<file path="src/rtl/hazard_pkg.sv">
// Shared types and constants for the pipeline stall/flush scheduler.
package hazard_pkg;

  typedef enum logic [1:0] {
    RUN   = 2'd0,
    MUL   = 2'd1,
    DMISS = 2'd2
  } hz_state_t;

  localparam int REG_ADDR_WIDTH_DEF = 5;
  localparam int SRC_WIDTH_DEF      = 2;
  localparam logic [1:0] LOAD_SRC   = 2'b01;

  // Advance enables and active-low flushes for the F/D, D/E, E/M and M/W registers.
  typedef struct packed {
    logic en_f;
    logic en_d;
    logic en_e;
    logic en_m;
    logic flush_d_n;
    logic flush_e_n;
    logic flush_m_n;
    logic flush_w_n;
  } hz_ctrl_t;

  localparam hz_ctrl_t CTRL_DEFAULT = '1;

endpackage

</file>
<file path="src/rtl/mul_stall_counter.sv">
// Multiply countdown: loads MUL_LATENCY-2, decrements on request, otherwise holds.
module mul_stall_counter #(
  parameter  int MUL_LATENCY = 4,
  localparam int CNT_W       = $clog2(MUL_LATENCY)
) (
  input  logic             clk,
  input  logic             rst_n,
  input  logic             load,
  input  logic             dec,
  output logic             zero,
  output logic [CNT_W-1:0] cnt
);

  // NOTE: sequential state uses non-blocking assignments so every register
  // samples the pre-edge values, independent of block evaluation order.
  always_ff @(posedge clk or negedge rst_n) begin
    if (!rst_n) begin
      cnt <= '0;
    end else if (load) begin
      cnt <= CNT_W'(MUL_LATENCY - 2);
    end else if (dec) begin
      cnt <= cnt - CNT_W'(1);
    end
  end

  assign zero = (cnt == '0);

endmodule

</file>
<file path="src/rtl/pipeline_hazard_ctrl.sv">
// Central stall/flush scheduler: arbitrates dcache miss, multiply, load-use and
// icache stalls, and resolves branch-mispredict flushes that coincide with stalls.
module pipeline_hazard_ctrl
  import hazard_pkg::*;
#(
  parameter int REG_ADDR_WIDTH = REG_ADDR_WIDTH_DEF,
  parameter int SRC_WIDTH      = SRC_WIDTH_DEF,
  parameter int MUL_LATENCY    = 4
) (
  input  logic                      clk,
  input  logic                      rst_n,
  input  logic [REG_ADDR_WIDTH-1:0] rs1_d,
  input  logic [REG_ADDR_WIDTH-1:0] rs2_d,
  input  logic [REG_ADDR_WIDTH-1:0] rd_e,
  input  logic                      valid_e,
  input  logic                      regwrite_e,
  input  logic                      mul_sel_e,
  input  logic [SRC_WIDTH-1:0]      resultsrc_e,
  input  logic                      mispredict_e,
  input  logic                      imem_ready_f,
  input  logic                      dmem_req_m,
  input  logic                      dmem_ready_m,
  output logic                      en_f,
  output logic                      en_d,
  output logic                      en_e,
  output logic                      en_m,
  output logic                      flush_d_n,
  output logic                      flush_e_n,
  output logic                      flush_m_n,
  output logic                      flush_w_n,
  output logic                      mul_busy
);

  hz_state_t state, state_nxt;
  hz_state_t ret_state, ret_state_nxt;
  hz_state_t eff_state;
  logic      pend_flush, pend_flush_nxt;
  logic      cnt_load, cnt_dec, cnt_zero;
  hz_ctrl_t  ctrl;

  logic [$clog2(MUL_LATENCY)-1:0] cnt;

  logic miss, mul_start, load_use;

  assign miss      = dmem_req_m && !dmem_ready_m;
  assign mul_start = valid_e && mul_sel_e;
  assign load_use  = valid_e && regwrite_e && (resultsrc_e == SRC_WIDTH'(LOAD_SRC)) &&
                     (rd_e != '0) && ((rd_e == rs1_d) || (rd_e == rs2_d));

  mul_stall_counter #(
    .MUL_LATENCY(MUL_LATENCY)
  ) u_mul_cnt (
    .clk  (clk),
    .rst_n(rst_n),
    .load (cnt_load),
    .dec  (cnt_dec),
    .zero (cnt_zero),
    .cnt  (cnt)
  );

  // On the miss-release cycle the block behaves as the state it was suspended in.
  assign eff_state = (state == DMISS) ? ret_state : state;

  // NOTE: every variable written here gets a default first, so no path can
  // leave one unassigned and infer a latch.
  always_comb begin
    ctrl           = CTRL_DEFAULT;
    state_nxt      = state;
    ret_state_nxt  = ret_state;
    pend_flush_nxt = pend_flush;
    cnt_load       = 1'b0;
    cnt_dec        = 1'b0;

    if (miss) begin
      ctrl.en_f      = 1'b0;
      ctrl.en_d      = 1'b0;
      ctrl.en_e      = 1'b0;
      ctrl.en_m      = 1'b0;
      ctrl.flush_w_n = 1'b0;
      state_nxt      = DMISS;
      if (state != DMISS) ret_state_nxt = state;
    end else if (eff_state == MUL) begin
      if (cnt_zero) begin
        state_nxt = RUN;
      end else begin
        ctrl.en_f      = 1'b0;
        ctrl.en_d      = 1'b0;
        ctrl.en_e      = 1'b0;
        ctrl.flush_m_n = 1'b0;
        cnt_dec        = 1'b1;
        state_nxt      = MUL;
      end
    end else begin
      state_nxt = RUN;
      if (mul_start) begin
        ctrl.en_f      = 1'b0;
        ctrl.en_d      = 1'b0;
        ctrl.en_e      = 1'b0;
        ctrl.flush_m_n = 1'b0;
        cnt_load       = 1'b1;
        state_nxt      = MUL;
      end else if (load_use) begin
        ctrl.en_f      = 1'b0;
        ctrl.en_d      = 1'b0;
        ctrl.flush_e_n = 1'b0;
      end else if (!imem_ready_f) begin
        ctrl.en_f      = 1'b0;
        ctrl.flush_d_n = 1'b0;
      end
    end

    // A mispredict can only squash younger stages once execute actually advances.
    if ((mispredict_e || pend_flush) && ctrl.en_e) begin
      ctrl.flush_d_n = 1'b0;
      ctrl.flush_e_n = 1'b0;
      pend_flush_nxt = 1'b0;
    end else if (mispredict_e) begin
      pend_flush_nxt = 1'b1;
    end
  end

  always_ff @(posedge clk or negedge rst_n) begin
    if (!rst_n) begin
      state      <= RUN;
      ret_state  <= RUN;
      pend_flush <= 1'b0;
    end else begin
      state      <= state_nxt;
      ret_state  <= ret_state_nxt;
      pend_flush <= pend_flush_nxt;
    end
  end

  // Reset forces every pipeline register to hold and flush without waiting for a clock.
  assign en_f      = rst_n & ctrl.en_f;
  assign en_d      = rst_n & ctrl.en_d;
  assign en_e      = rst_n & ctrl.en_e;
  assign en_m      = rst_n & ctrl.en_m;
  assign flush_d_n = rst_n & ctrl.flush_d_n;
  assign flush_e_n = rst_n & ctrl.flush_e_n;
  assign flush_m_n = rst_n & ctrl.flush_m_n;
  assign flush_w_n = rst_n & ctrl.flush_w_n;
  assign mul_busy  = (state == MUL);

endmodule
</file>
<file path="config.mk">
export PLATFORM = sky130hd
export DESIGN_NAME = pipeline_hazard_ctrl
export DESIGN_NICKNAME = d
export VERILOG_FILES = /design/src/rtl/hazard_pkg.sv /design/src/rtl/mul_stall_counter.sv /design/src/rtl/pipeline_hazard_ctrl.sv
export SDC_FILE = /design/constraint.sdc
export NUM_CORES = 1
export LEC_CHECK = 0
export ABC_CLOCK_PERIOD_IN_PS = 3900
export CORE_MARGIN = 3
export CORE_UTILIZATION = 35
export CTS_CLUSTER_SIZE = 10
export DETAILED_ROUTE_END_ITERATION = 8
export MAX_ROUTING_LAYER = met4
export PLACE_DENSITY = 0.84
export SLEW_MARGIN = 25
export SYNTH_ARGS = -nofsm -noshare
export SYNTH_HDL_FRONTEND = slang
export SYNTH_SLANG_ARGS = --single-unit
</file>
<file path="constraint.sdc">
create_clock -name clk -period 3.9 [get_ports clk]
set_clock_uncertainty 0.15 [all_clocks]
set_input_delay 0.975 -clock clk [delete_from_list [all_inputs] [get_ports clk]]
set_output_delay 0.975 -clock clk [all_outputs]
set_load 0.02 [all_outputs]
</file>
; Yosys cells after proc, flatten, opt, wreduce, memory -nomap -nowiden
; Index checks and enable logic that the tools add are counted.
; W data, S select, Z words.
[totals]
output_inout_bits = 9
wordCells = 65
input_bits = 26
reg_bits = 7
[op_classes]
addsub = 1
bitwise = 7
n_reduce_logical = 15
n_eq_ne = 7
mux = 31
[op_table]
columns = operator, n
row1 = $mux W1, 18
row2 = $mux W2, 9
row3 = $mux W3, 4
row4 = $eq A5 B5 Y1, 2
row5 = $and A1 B1 Y1, 7
row6 = $logic_and A1 B1 Y1, 7
row7 = $eq A2 B1 Y1 const B, 3
row8 = $reduce_bool A5 Y1, 1
row9 = $reduce_bool A2 Y1, 2
row10 = $eq A2 B2 Y1 const B, 1
row11 = $logic_not A2 Y1, 1
row12 = $logic_or A1 B1 Y1, 2
row13 = $ne A2 B2 Y1 const B, 1
row14 = $reduce_and A2 Y1, 1
row15 = $sub A2 B1 Y2 const B, 1
row16 = $logic_not A1 Y1, 1

; Longest topological paths before layout
; Gate-level depths: netlist of run 1.
[logic_depth]
word_depth = 11
ltp_mapped = 5
depth_no_buf = 5

; Cells and area by module
; A second synthesis of run 1 with hierarchy kept.
[hier_totals]
cells_unflattened = 66
hier_area_um2 = 591.8
[modules_own_cells]
columns = module, seq_area_each_um2, area_each_um2, instances, cells_per_inst
row1 = pipeline_hazard_ctrl, 125.1, 491.7, 1, 56
row2 = mul_stall_counter, 50.0, 100.1, 1, 10

; Worst setup path after synthesis of run 1
; Ideal clock, no wire load.
[synth_path]
path_type = input -> output
from = input rd_e[4]
to = output flush_d_n
cell_stages = 5
n_path_buf = 0
arrival_ns = 1.873
required_time_ns = 2.775
setup_slack_ns = 0.902
cell_sequence = xnor2_1 -> nand3_1 -> o22ai_1 -> nand2_1 -> a41oi_1
[synth_via]
elab_chain_cells = 9
elab_cells_between_ends = 12
cone_classes = eq/ne: 2 / mux: 5 / bitwise: 1 / reduce/logical: 4
[synth_lines]
columns = item, line
row1 = from (decl), pipeline_hazard_ctrl.sv:14  ; input logic [REG_ADDR_WIDTH-1:0] rd_e,
row2 = $eq A5 B5 Y1 or $reduce_bool A5 Y1 (tied branches), pipeline_hazard_ctrl.sv:48  ; (rd_e != '0) && ((rd_e == rs1_d) || (rd_e == rs2_d));
row3 = $logic_or A1 B1 Y1 or $logic_and A1 B1 Y1 (tied branches), "pipeline_hazard_ctrl.sv:48, pipeline_hazard_ctrl.sv:47"
row4 = $logic_and A1 B1 Y1 *, pipeline_hazard_ctrl.sv:48
row5 = $mux W1 *, pipeline_hazard_ctrl.sv:102  ; end else if (load_use) begin
row6 = $mux W2 *, pipeline_hazard_ctrl.sv:95  ; if (mul_start) begin
row7 = $mux W2 *, pipeline_hazard_ctrl.sv:82  ; end else if (eff_state == MUL) begin
row8 = $mux W3 *, pipeline_hazard_ctrl.sv:74  ; if (miss) begin
row9 = $mux W2 *, pipeline_hazard_ctrl.sv:113  ; if ((mispredict_e || pend_flush) && ctrl.en_e) begin
row10 = $and A1 B1 Y1 *, pipeline_hazard_ctrl.sv:139  ; assign flush_d_n = rst_n & ctrl.flush_d_n;
row11 = to (decl), pipeline_hazard_ctrl.sv:27  ; output logic flush_d_n,
; Every way passes the cells marked *; elsewhere a longest branch is shown, timed or not.

; Final worst setup path of run 1
[layout_path]
from = input rd_e[4]
to = output en_d
[layout_via]
elab_chain_cells = 8
elab_cells_between_ends = 11
cone_classes = eq/ne: 2 / mux: 4 / bitwise: 1 / reduce/logical: 4
[layout_lines]
columns = item, line
row1 = $eq A5 B5 Y1 or $reduce_bool A5 Y1 (tied branches), pipeline_hazard_ctrl.sv:48
row2 = $logic_or A1 B1 Y1 or $logic_and A1 B1 Y1 (tied branches), "pipeline_hazard_ctrl.sv:48, pipeline_hazard_ctrl.sv:47"
row3 = $logic_and A1 B1 Y1 *, pipeline_hazard_ctrl.sv:48
row4 = $mux W1 *, pipeline_hazard_ctrl.sv:102
row5 = $mux W2 *, pipeline_hazard_ctrl.sv:95
row6 = $mux W3 *, pipeline_hazard_ctrl.sv:82
row7 = $mux W3 *, pipeline_hazard_ctrl.sv:74
row8 = $and A1 B1 Y1 *, pipeline_hazard_ctrl.sv:136  ; assign en_d = rst_n & ctrl.en_d;
row9 = to (decl), pipeline_hazard_ctrl.sv:24  ; output logic en_d,
; Marks and branches as above.

==> results_dict.tcl, run 1 <==
set metrics [dict create \
    start_util 0.378 \
    cts_tree "yes" \
    multi_input_area_sq_um 364 \
    cts_buffers 3 \
    gp_congestion 0.823 \
    finalPower_mw 0.338 \
    cp-end-kind "output port" \
    drcViolationCount 0 \
    startpoint_type "primary input" \
    grt_overflow 0 \
    hpwl_mm 1.29 \
    ys.flop_type "dfrtp_1" \
    post-synth-top-area-fraction 0.304 \
    nets 133 \
    layout_commonest_cell "clkdlybuf4s50_1" \
    viasPerCell 4.92 \
    preCtsSetupSlack_ns -0.101 \
    outcome "finished, final reports clean" \
    core_sq_mm 0.00152 \
    r2r_start "state[0]" \
    synth_area_leaders "dfrtp_1 (30%), xnor2_1 (15%), nand2_1 (4.6%)" \
    diodes 0 \
    synthesis.area_sq_um 577 \
    final_cell_mix "clkdlybuf4s50_1 (30), xnor2_1 (10), nand2_1 (7), dfrtp_1 (7), nor2_1 (6)" \
    dieArea_sq_mm 0.00217 \
    p_sw_mw 0.117 \
    switching_share 0.346 \
    ant_nets 0 \
    critPathArrivalTime_ns 2.65 \
    routedWlPerCell_microns 12.8 \
    postSynthCellCount 66 \
    maxCapViolations 0 \
    leakagePower_nw 0.418 \
    fillerInstances 150 \
    worstPathMaxFanout 3 \
    grt_start_max_net_pins 10 \
    ff2ff_path_depth 5 \
    irDropWorstVdd_mv 0.232 \
    setup_tns_ns 0 \
    pin_count 35 \
    insertion_delay_ns 0.25 \
    synth_edf_count 0 \
    powerDensity_mw_per_mm2 351 \
    report.final.slew_viol_count 0 \
    async_reset_ff_frac 1.00 \
    rows 14 \
    critical_path_class "primary input to output port" \
    combPwrFrac 0.507 \
    cts_max_level 1 \
    crit_required_ns 2.77 \
    hold_ws_ns 0.342 \
    synth_seq_cells 7 \
    clock_power_share 0.190 \
    final-setup-viol-count 0 \
    syn-num-nets 93 \
    seqCellArea_sq_um 175 \
    period_share 0.967 \
    worst_pin_slew_ns 0.240 \
    holdCritPathClass "register to register" \
    postCtsSetupRepairBufs 0 \
    dieWidth_microns 46.6 \
    avgSynthCellArea_sq_um 8.74 \
    synth_area_leader_cell "dfrtp_1" \
    route.vias.total 595 \
    final-hold-violation-count 0 \
    first_global_vias 563 \
    ys_seq_area_frac 0.304 \
    ys.warnings.count 0 \
    fmax_mhz 265 \
    die_y_microns 46.6 \
    crit_path_start "rd_e[4]" \
    firstDrtPassIters 3 \
    grt_pass1_wl_mm 2.21 \
    drive_gt1_frac 0.114 \
    first_iter_violations 4 \
    slew_headroom 0.839 \
    cts.sinks 7 \
    routed_wl_mm 1.55 \
    r2r_slack_ns 2.34 \
    intPower_mw 0.221 \
    grtUsageTotal 0.152 \
    area_growth_pct 66.8 \
    netlist-cell-type-count 29 \
    r2r-end "u_mul_cnt.cnt[1]" \
    finalWorstSetupSlack_ns 0.128 \
    portBuffers 34 \
    pwr-share-seq 0.303 \
    cts_root_buf "clkbuf_4" \
    antenna_found_initial 0 \
    rsz0062_at_grt "false" \
    period_minus_slack_ns 3.77 \
    clock_path_buffers 2 \
    critPathCapture "en_d" \
    clkTransAtPathRegs_ns 0.05 \
]
-- per-stage QoR --
step / instance area (sq um) / instances / utilization
final: 962 / 121 / 0.631
after detailed placement: 941 / 117 / 0.617
after global placement: 941 / 117 / 0.617
after CTS: 962 / 121 / 0.631
after global routing: 962 / 121 / 0.631
after floorplan: 577 / 66 / -
-- power groups by stage --
stage               clock network [mW]  registers (mW)  logic (mW)
global placement                     0           0.102       0.171
CTS                             0.0698           0.102       0.173
global route                    0.0721           0.104       0.187
detailed placement                   0           0.103       0.176
floorplan                            0           0.100       0.106
finish                          0.0642           0.102       0.171
-- registers in the layout, summed over array words and instances, names as in the netlist --
name,count
state,2
u_mul_cnt.cnt,2
pend_flush,1
ret_state,2
-- cell type report --
cell class | instances | area share
multi-input cells | 52 | 0.378
repair buffers | 37 | 0.372
flip-flops and latches | 7 | 0.182
clock buffers | 4 | 0.0273
well taps | 16 | 0.0208
inverters | 5 | 0.0195
-- how the worst min path moves through the flow --
stage	slack (ns)	start	cells past startpoint	to
after global placement	0.33	ret_state[1]	2	ret_state[1]
after CTS	0.35	ret_state[1]	2	ret_state[1]
after detailed placement	0.33	ret_state[1]	2	ret_state[1]
after floorplan	0.31	ret_state[1]	2	ret_state[1]
final	0.34	ret_state[1]	2	ret_state[1]
after global routing	0.36	ret_state[1]	2	ret_state[1]
-- routing by layer --
| metal | global-route usage | share of wire | up-vias |
|---|---|---|---|
| li1 | - | - | 304 |
| met1 | 0.139 | 0.40 | 266 |
| met2 | 0.280 | 0.48 | 25 |
| met3 | 0.0391 | 0.12 | 0 |
| met4 | 0.0852 | 0 | 0 |
| met5 | - | 0 | - |
-- critical path, cell delays in order --
cell,delay [ns]
clkdlybuf4s50_1,0.54
xnor2_1,0.14
nand3_1,0.09
o22ai_1,0.20
and3_2,0.22
and3b_1,0.18
dlygate4sd2_1,0.32
-- Yosys cell counts, types with 2 or more instances --
library cell / n
nand3_1: 2
and2_4: 2
nor2_1: 6
a41oi_1: 2
nand2b_1: 2
nand2_1: 7
and2_1: 2
xnor2_1: 10
a21oi_1: 3
dfrtp_1: 7
inv_1: 5
-- kinds of logic after synthesis --
group | synth area share
mux | 0.0390
flops | 0.304
simple gates | 0.302
compound gates | 0.117
buf+inv | 0.0651
fa+ha+maj | 0.0217
xor+xnor | 0.152
-- timing repair --
action                                  CTS  global route
endpoints found under the setup margin    4             0
resized for setup                         4             0
hold buffers                              0             0
(Power assumes the default switching activity.)
==> run 2: changes to the inputs <==
Settings changed: CORE_MARGIN 3 to 5, CORE_UTILIZATION 35 to 39, MAX_ROUTING_LAYER met4 to default, PLACE_DENSITY 0.84 to 0.92.
==> results_dict.tcl, run 2 (synthesis gave the netlist of run 1 again) <==
set metrics [dict create \
    reg_top3 "ret_state (2), state (2), u_mul_cnt.cnt (2)" \
    final_cell_mix "clkdlybuf4s50_1 (29), xnor2_1 (10), nand2_1 (7), dfrtp_1 (7), nor2_1 (6)" \
    routedWlPerCell_microns 15.0 \
    fin_cells 119 \
    worst_pin_slew_ns 0.203 \
    final-hold-violation-count 0 \
    report.final.slew_viol_count 0 \
    ff2ff_path_depth 5 \
    leakagePower_nw 0.423 \
    cts_max_level 1 \
    grt_overflow 0 \
    r2r_start "state[0]" \
    portBuffers 34 \
    dieArea_sq_mm 0.00235 \
    route.vias.total 614 \
    irDropWorstVdd_mv 0.258 \
    cts_hold_buf 0 \
    cts_root_buf "clkbuf_4" \
    outcome "finished, final reports clean" \
    firstDrtPassIters 4 \
    grt_start_max_net_pins 11 \
    pin_count 35 \
    first_global_vias 674 \
    worst-path-buf-inv 2 \
    area_growth_pct 66.8 \
    insertion_delay_ns 0.25 \
    fillerInstances 121 \
    holdCritPathClass "register to register" \
    grtUsageTotal 0.162 \
    diodes 0 \
    fmax_mhz 262 \
    worstPathMaxFanout 3 \
    cp-end-kind "output port" \
    min_path_cells 2 \
    ant_nets 0 \
    crit_chain "clkdlybuf4s50_1, xnor2_1, nand3_1, o22ai_2, and3_2, and4bb_1, dlygate4sd2_1" \
    routed_wl_mm 1.79 \
    die_y_microns 48.5 \
    period_share 0.978 \
    dieWidth_microns 48.5 \
    grt_pass1_wl_mm 3.04 \
    r2r-end "u_mul_cnt.cnt[0]" \
    rows 13 \
    final-setup-viol-count 0 \
    postCtsSetupRepairBufs 0 \
    r2r_slack_ns 2.34 \
    powerDensity_mw_per_mm2 352 \
    period_minus_slack_ns 3.81 \
    cp_slowest_stage_delay_ns 0.54 \
    first_iter_violations 6 \
    clock_path_buffers 2 \
    start_util 0.427 \
    dp.cells 115 \
    layout_commonest_cell "clkdlybuf4s50_1" \
    hold_start "pend_flush" \
    worst_hold_path.endpoint "pend_flush" \
    drive_gt1_frac 0.115 \
    crit_required_ns 2.77 \
    seqCellArea_sq_um 175 \
    slowest_stage "clkdlybuf4s50_1" \
    hpwl_mm 1.54 \
    cp_top_family "buffers and inverters" \
    critPathArrivalTime_ns 2.69 \
    dpl-instance-area_sq_um 932 \
    antenna_found_initial 0 \
    gp_congestion 0.798 \
    clkTransAtPathRegs_ns 0.05 \
    core_sq_mm 0.00135 \
    nets 132 \
    rsz0062_at_grt "false" \
    critical_path_class "primary input to output port" \
    cts.sinks 7 \
    drcViolationCount 0 \
    maxCapViolations 0 \
    startpoint_type "primary input" \
    slew_headroom 0.861 \
    viasPerCell 5.16 \
    multi_input_area_sq_um 370 \
    cts_tree "yes" \
    cts_buffers 3 \
    final_area_sq_um 962 \
]
run 2: report_power, final:
group | switching, mW | internal [mW]
Clock | 0.0246 | 0.0389
Sequential | 0.00970 | 0.0927
Combinational | 0.0840 | 0.0885
run 2: final cells by class:
class,instances,area share
multi-input combinational,52,0.385
timing repair buffer,36,0.367
sequential,7,0.182
clock buffer,4,0.0273
inverter,5,0.0195
tap,15,0.0195
run 2: repair_timing:
item | 4_1_cts | 5_1_grt
pin swaps | 0 | 1
gates resized for setup | 4 | 2
setup endpoints to repair | 4 | 4
gates cloned | 0 | 0
run 2: how the worst max path moves through the flow:
stage / cells after the start / to / from / slack (ns)
finish: 7 / en_f / rd_e[4] / 0.09
global route: 7 / en_f / rd_e[4] / 0.008
CTS: 7 / en_f / rd_e[2] / 0.04
detailed placement: 7 / en_f / rd_e[4] / -0.17
global placement: 7 / en_f / rd_e[4] / -0.09
floorplan: 5 / flush_d_n / rd_e[4] / 0.90
run 2: stage by stage:
step | power (mW) | worst slack, ns | TNS, ns | util | hold WS [ns]
global placement | 0.271 | -0.0870 | -0.260 | 0.690 | 0.324
CTS | 0.344 | 0.0394 | 0 | 0.706 | 0.350
floorplan | 0.206 | 0.902 | 0 | - | 0.305
detailed placement | 0.281 | -0.173 | -0.592 | 0.690 | 0.339
global route | 0.365 | 0.00783 | 0 | 0.713 | 0.370
finish | 0.339 | 0.0870 | 0 | 0.713 | 0.344
run 2: layer usage:
metal,GRT usage,up-vias,share of wire
met5,0,-,0
met1,0.184,284,0.40
met3,0.0306,0,0.071
li1,-,302,-
met2,0.289,28,0.53
met4,0.0673,0,0
run 2: worst reg2reg max path, stage by stage, from the launching register on:
cell and delay [ns]:
dfrtp_1 0.40, nand4bb_1 0.22, and2_4 0.20, mux2i_4 0.22
and2_4 0.20, o21ai_1 0.06
